**src/rtl/mem_access_ctrl_pkg.sv**
```systemverilog
// Shared types and default geometry for the block-memory access controller.
package mem_access_ctrl_pkg;

  localparam int              ADDR_W_DEF     = 10;
  localparam int              DATA_W_DEF     = 16;
  localparam int              REQ_ADDR_W_DEF = 16;
  localparam logic [15:0]     MMIO_ADDR_DEF  = 16'hFFFF;

  typedef enum logic [1:0] {
    IDLE   = 2'd0,
    ACCESS = 2'd1,
    WAIT   = 2'd2,
    RESP   = 2'd3
  } state_t;

endpackage

```
**src/rtl/mem_access_ctrl_addr_decode.sv**
```systemverilog
// Address decode: splits a processor word address into memory range, I/O hit and word index.
// Purely combinational, no backpressure.
module mem_addr_decode
  import mem_access_ctrl_pkg::*;
#(
  parameter int                    ADDR_W     = ADDR_W_DEF,
  parameter int                    REQ_ADDR_W = REQ_ADDR_W_DEF,
  parameter logic [REQ_ADDR_W-1:0] MMIO_ADDR  = MMIO_ADDR_DEF
) (
  input  logic [REQ_ADDR_W-1:0] req_addr,
  output logic                  in_range,
  output logic                  is_mmio,
  output logic [ADDR_W-1:0]     word_addr
);

  assign in_range  = (req_addr[REQ_ADDR_W-1:ADDR_W] == '0);
  assign is_mmio   = (req_addr == MMIO_ADDR);
  assign word_addr = req_addr[ADDR_W-1:0];

endmodule

```
**src/rtl/mem_access_ctrl.sv**
```systemverilog
// Load/store front end for a 1-cycle registered single-port RAM; optional I/O register with MEM_MMIO_EN.
// Response 3 cycles after accept (1 for error/I/O); one request in flight, req_ready low until back in IDLE.
module mem_access_ctrl
  import mem_access_ctrl_pkg::*;
#(
  parameter int                    ADDR_W     = ADDR_W_DEF,
  parameter int                    DATA_W     = DATA_W_DEF,
  parameter int                    REQ_ADDR_W = REQ_ADDR_W_DEF,
  parameter logic [REQ_ADDR_W-1:0] MMIO_ADDR  = MMIO_ADDR_DEF
) (
  input  logic                  clka,
  input  logic                  rsta,
  input  logic                  req_valid,
  output logic                  req_ready,
  input  logic                  req_we,
  input  logic [REQ_ADDR_W-1:0] req_addr,
  input  logic [DATA_W-1:0]     req_wdata,
  output logic                  rsp_valid,
  output logic [DATA_W-1:0]     rsp_rdata,
  output logic                  rsp_err,
  output logic                  mem_wea,
  output logic [ADDR_W-1:0]     mem_addra,
  output logic [DATA_W-1:0]     mem_dina,
  input  logic [DATA_W-1:0]     mem_douta
`ifdef MEM_MMIO_EN
  ,
  input  logic [DATA_W-1:0]     io_in,
  output logic [DATA_W-1:0]     io_out
`endif
);

`ifdef MEM_MMIO_EN
  localparam bit MMIO_EN = 1'b1;
  logic [DATA_W-1:0] mmio_rd;
  assign mmio_rd = io_in;
`else
  localparam bit MMIO_EN = 1'b0;
  logic [DATA_W-1:0] mmio_rd;
  assign mmio_rd = '0;
`endif

  state_t            state, state_nxt;
  logic              in_range, is_mmio, mmio_hit;
  logic [ADDR_W-1:0] word_addr;

  mem_addr_decode #(
    .ADDR_W     (ADDR_W),
    .REQ_ADDR_W (REQ_ADDR_W),
    .MMIO_ADDR  (MMIO_ADDR)
  ) u_decode (
    .req_addr  (req_addr),
    .in_range  (in_range),
    .is_mmio   (is_mmio),
    .word_addr (word_addr)
  );

  assign mmio_hit = MMIO_EN && is_mmio;

  always_ff @(posedge clka) begin
    if (rsta) state <= IDLE;
    else      state <= state_nxt;
  end

  always_comb begin
    state_nxt = state;
    req_ready = 1'b0;
    case (state)
      IDLE: begin
        req_ready = 1'b1;
        if (req_valid) state_nxt = (in_range && !mmio_hit) ? ACCESS : RESP;
      end
      ACCESS:  state_nxt = WAIT;
      WAIT:    state_nxt = RESP;
      RESP:    state_nxt = IDLE;
      default: state_nxt = IDLE;
    endcase
  end

  // rsp_valid is registered off RESP so rdata/err are already stable when it rises.
  always_ff @(posedge clka) begin
    if (rsta) begin
      rsp_valid <= 1'b0;
      rsp_rdata <= '0;
      rsp_err   <= 1'b0;
      mem_wea   <= 1'b0;
      mem_addra <= '0;
      mem_dina  <= '0;
    end else begin
      rsp_valid <= (state == RESP);
      mem_wea   <= 1'b0;
      case (state)
        IDLE: if (req_valid) begin
          if (mmio_hit) begin
            rsp_err   <= 1'b0;
            rsp_rdata <= req_we ? req_wdata : mmio_rd;
          end else if (in_range) begin
            mem_addra <= word_addr;
            mem_dina  <= req_wdata;
            mem_wea   <= req_we;
          end else begin
            rsp_err   <= 1'b1;
            rsp_rdata <= '0;
          end
        end
        WAIT: begin
          rsp_rdata <= mem_douta;
          rsp_err   <= 1'b0;
        end
        default: ;
      endcase
    end
  end

`ifdef MEM_MMIO_EN
  always_ff @(posedge clka) begin
    if (rsta)                                        io_out <= '0;
    else if (state == IDLE && req_valid && mmio_hit && req_we) io_out <= req_wdata;
  end
`endif

endmodule
```
**config.mk**
```make
export PLATFORM = sky130hd
export DESIGN_NAME = mem_access_ctrl
export DESIGN_NICKNAME = d
export VERILOG_FILES = /design/src/rtl/mem_access_ctrl_pkg.sv /design/src/rtl/mem_access_ctrl_addr_decode.sv /design/src/rtl/mem_access_ctrl.sv
export SDC_FILE = /design/constraint.sdc
export NUM_CORES = 1
export LEC_CHECK = 0
export BUFFER_PORTS_ARGS = -buffer_cell sky130_fd_sc_hd__buf_2
export CORE_ASPECT_RATIO = 0.8
export CORE_MARGIN = 5
export CORE_UTILIZATION = 45
export DETAILED_ROUTE_END_ITERATION = 12
export GPL_TIMING_DRIVEN = 0
export MAX_ROUTING_LAYER = met4
export PLACE_DENSITY = 0.79
export SETUP_SLACK_MARGIN = 0.15
export SLEW_MARGIN = 40
export SYNTH_ARGS = -nofsm -noshare
export SYNTH_HDL_FRONTEND = slang
export SYNTH_SLANG_ARGS = --single-unit
```
**constraint.sdc**
```tcl
create_clock -name clka -period 2 [get_ports clka]
set_input_delay 0.3 -clock clka [delete_from_list [all_inputs] [get_ports clka]]
set_output_delay 0.3 -clock clka [all_outputs]
set_load 0.02 [all_outputs]
```
Word-level counts from Yosys, hierarchy flattened
Index checks and enable logic that the tools add are counted.

operators by class
  bitwise logic cells = 3
  reduce and logical (&&, ||, !) cells = 6
  equal/unequal tests = 5
  multiplexer cells = 10

operators by type and width
  kind                number
  $mux 16             2
  $pmux 16 s2         1
  $pmux 2 s4          1
  $logic_not 6->1     1
  $reduce_and 3->1    2
  $eq 2x2->1 const B  2
  $mux 2              2
  $ne 2x2->1 const B  2
  $reduce_or 4->1     1
  $mux 1              3
  $not 1->1           3
  $eq 2x1->1 const B  1
  $logic_not 2->1     1
  $pmux 1 s2          1
  $reduce_bool 2->1   1

storage, ports and cells
  register bits = 47
  output and inout port bits = 46
  logic and storage cells = 31

Depth between registers and ports, before layout
  depth in word-level cells = 4
  depth in mapped cells = 7
  mapped depth without buffers = 5

By module
From an unflattened synthesis, not the netlist that was laid out.

second synthesis, totals
  cell total of the unflattened synthesis = 233
  area total of the unflattened synthesis = 2083.2 sq um

by module, submodules not included
  module           instances  cells each  area each (sq um)
  mem_access_ctrl  1          216         1959.4
  mem_addr_decode  1          17          123.9

Worst setup path after synthesis
OpenSTA, ideal clock, no wires.

  kind = flip-flop to flip-flop
  start = register state[0]
  end = register mem_addra[0]
  clock period less this slack = 1.804 ns
  slack = 0.196 ns
  stages on the path, launching flop included = 8
  data arrival time = 1.672 ns
  path through = dfxtp_1 inv_1 ha_1 or4b_1 buf_2 buf_6 o21ai_1 a21oi_1

on the way
  word-level cells in the longest chain between the ends = 2

ends and longest elaborated chain
  item                        line                   RTL
  from (decl)                 mem_access_ctrl.sv:42  state_t state, state_nxt;
  from (signal assigned)      mem_access_ctrl.sv:61  else state <= state_nxt;
  $logic_not 2->1             mem_access_ctrl.sv:91  case (state)
  $reduce_and 3->1 (no line)  -
  to (signal assigned)        mem_access_ctrl.sv:97  mem_addra <= word_addr;
  to (decl)                   mem_access_ctrl.sv:22  output logic [ADDR_W-1:0] mem_addra,

No other way between the ends.
A chain may end at the register's enable or synchronous reset.

Worst setup path in the final report
  start = register state[1]
  end = register mem_addra[2]

The elaborated chain is that of the path after synthesis.

==> results.cfg <==
[yosys]
synth_most_common_cell = dfxtp_1
synthCells = 224
synthesis.nets = 279
synth_edf_count = 0
register_area_share_after_synthesis_pct = 46.6
synth-seq-cells = 47
syn_area_per_cell_um2 = 9.02
most_used_flip_flop_cell_after_synthesis = dfxtp_1
synthesis.area_um2 = 2020
synth_largest_area_cell = dfxtp_1
synth.top_cell.area_share_pct = 46.6
yosysWarningCount = 0
netlist_top_cells_count = dfxtp_1, a21oi_1, nand4_1
synth.distinct_cells = 28
yosys-top-cells-area = dfxtp_1, mux2i_1, nand4_1
synthArstFlopShare_pct = 0

[setup_path]
r2r_end = mem_addra[2]
worst_r2r_startpoint = state[1]
worst_ep_required_time_ps = 2170
timing.critical_path.to = mem_addra[2]
critPathLaunch = state[1]
reg2reg_depth = 7
critical_path_arrival_ps = 1910
critical_setup_path_kind = flop to flop
timing.critical_path.from_type = flop
worstSetupEndpointType = flop
worst-r2r-setup-slack_ps = 260
critPathMaxFanout = 10

[grt]
grt_max_degree = 15
grt_busiest_layer = met2
grt_usage_pct = 18.5
antenna_found_initial = 0
groute.layer.met1.usage_pct = 25.0
grt.met2_usage_pct = 28.8
first_pass_grt_wire_length_mm = 8.93
global_route.overflow_total = 0
first_global_vias = 1919
use_met3_pct = 4.35

[sta]
fin_tns_setup_ps = 0
final-hold-violation-count = 0
achievable-frequency_mhz = 574
rsz0062_at_grt = false
skew_ps = 10.4
max_slew.worst_pin.slew_ps = 560
final_setup_violation_count = 0
final_min_period_over_clock_period_pct = 87.2
finalWorstPathRequiredPeriod_ps = 1740
worst_slew_margin_rel_pct = 62.7
slew_violations = 0

[drt]
total_vias_in_the_final_route = 2000
antenna_violating_nets_post_route = 0
totalWireLength_mm = 5.56
post_drt_via_cell_ratio = 5.14
drcViolationCount = 0
drt_pass1_iterations = 4
avgRoutedWirePerCell_um = 14.3
drt_first_iter_violations = 98

[power_and_ir_drop]
areal_power_density_over_the_cells_nw_per_um2 = 945
power.leakage_nw = 1.25
vdd_drop_max_v = 0.000545
report.power.total_w = 0.00256

[die]
fp.dieW_um = 84.9
die-height_um = 69.9
io_pins = 98
placeableCoreArea_um2 = 4260
die_area_um2 = 5940
initial_utilization_pct = 47.5
rows = 21

[clock_tree]
cts_inserted_buffers = 5
cts.clk_slew.worst_paths_ps = 90
cts_tree = done
cts.sink_count = 47
cell_at_the_root_of_the_clock_tree = clkbuf_8
worstSkewPairLatency_ps = 290
longest_clk_path_bufs = 2
cts-htree-levels = 2

[placed_design]
dpl_cell_area_um2 = 2580
placement.io_buffers = 97
globalplace.congestion = 0.748
dp.final_hpwl_mm = 4.09

[finish]
multi_input_area_um2 = 946
drive_above_1_share_pct = 37.7
diodes = 0
final_core_utilization_pct = 63.7
total_area_of_sequential_cells_um2 = 941
stdcell_area_um2 = 2710
nets = 386
n_fill_cell = 380
syn2layout_area_growth_pct = 34.2

[min_path]
hold_path.class = input pin to flop

[run_status]
status = complete, no violations

[flow_run]
drv_cap = 0
worst max-delay path, cell delays in order (launching register included):
cell,delay (ps)
dfxtp_1,360
inv_2,80
ha_4,150
or4b_1,460
buf_4,190
buf_6,150
o21ai_1,150
a21oi_1,80
power by group:
group	total [W]	switching (W)	internal [W]	leakage [nW]
Combinational	0.000897	0.000481	0.000416	0.824
Clock	0.000600	0.000316	0.000284	0.0484
Sequential	0.00107	0.0000510	0.00101	0.380
worst min path at each step:
| stage | startpoint | to | depth (start not counted) |
|---|---|---|---|
| 6_report | mem_douta[11] | rsp_rdata[11] | 3 |
| 5_1_grt | mem_douta[4] | rsp_rdata[4] | 3 |
| 4_1_cts | mem_douta[11] | rsp_rdata[11] | 3 |
| 3_5_place_dp | rsp_err | rsp_err | 2 |
| 3_3_place_gp | rsp_err | rsp_err | 2 |
| 2_1_floorplan | mem_douta[0] | rsp_rdata[0] | 2 |
final cells by class:
class                   instances  area share [%]
plain buffers                  24            4.98
clock buffers                   7            3.18
clock inverters                 1           0.323
inverters                       4           0.554
multi-input cells             149            34.9
flip-flops and latches         47            34.7
well taps                      57            2.63
repair buffers                100            18.7
what timing repair did:
item | in CTS | in global routing
endpoints found under the hold margin | 0 | 0
setup buffers | 0 | 3
setup endpoints to repair | 19 | 28
pin swaps | 0 | 1
hold buffers | 0 | 0
gates resized for setup | 2 | 6
routing by layer:
layer | share of wire [%] | routed length, um | vias up
met1 | 47 | 2600 | 911
met2 | 45 | 2510 | 78
li1 | - | - | 1006
met5 | 0 | 0 | -
met4 | 0.52 | 29 | 0
met3 | 7.6 | 421 | 5
logic make-up after synthesis:
group                      synth area share, %
adders and majority gates                 1.86
AOI/OAI and AO/OA                         14.1
DFF                                       46.6
and+or+nand+nor                           21.9
muxes                                     8.42
buffers and inverters                     7.24
registers in the layout, indices dropped and copies added, names as in the netlist:
signal,flops
mem_addra,10
mem_dina,16
mem_wea,1
rsp_err,1
rsp_rdata,16
rsp_valid,1
state,2
stage by stage:
stage / hold slack (ps) / cells / setup WS [ps]
6_report: 240 / 389 / 257
5_1_grt: 235 / 389 / 164
4_1_cts: 242 / 386 / 186
3_5_place_dp: 464 / 378 / 106
3_3_place_gp: 453 / 378 / 134
2_1_floorplan: 439 / 224 / 196
cell usage in the layout (no fill, tap or decap), drive strengths merged:
master	count
buf	113
dfxtp	47
nand4	26
a21oi	26
o21ai	26
clkbuf	18
nand2	17
mux2i	17
nand2b	16
nor2	4
inv	4
ha	3
or4b	2
nor2b	2
nor4	2
nor4b	1
nor3	1
a21o	1
a211oi	1
or2b	1
and3	1
and2	1
a221oi	1
clkinv	1
Power figures use the tool's default switching activity.
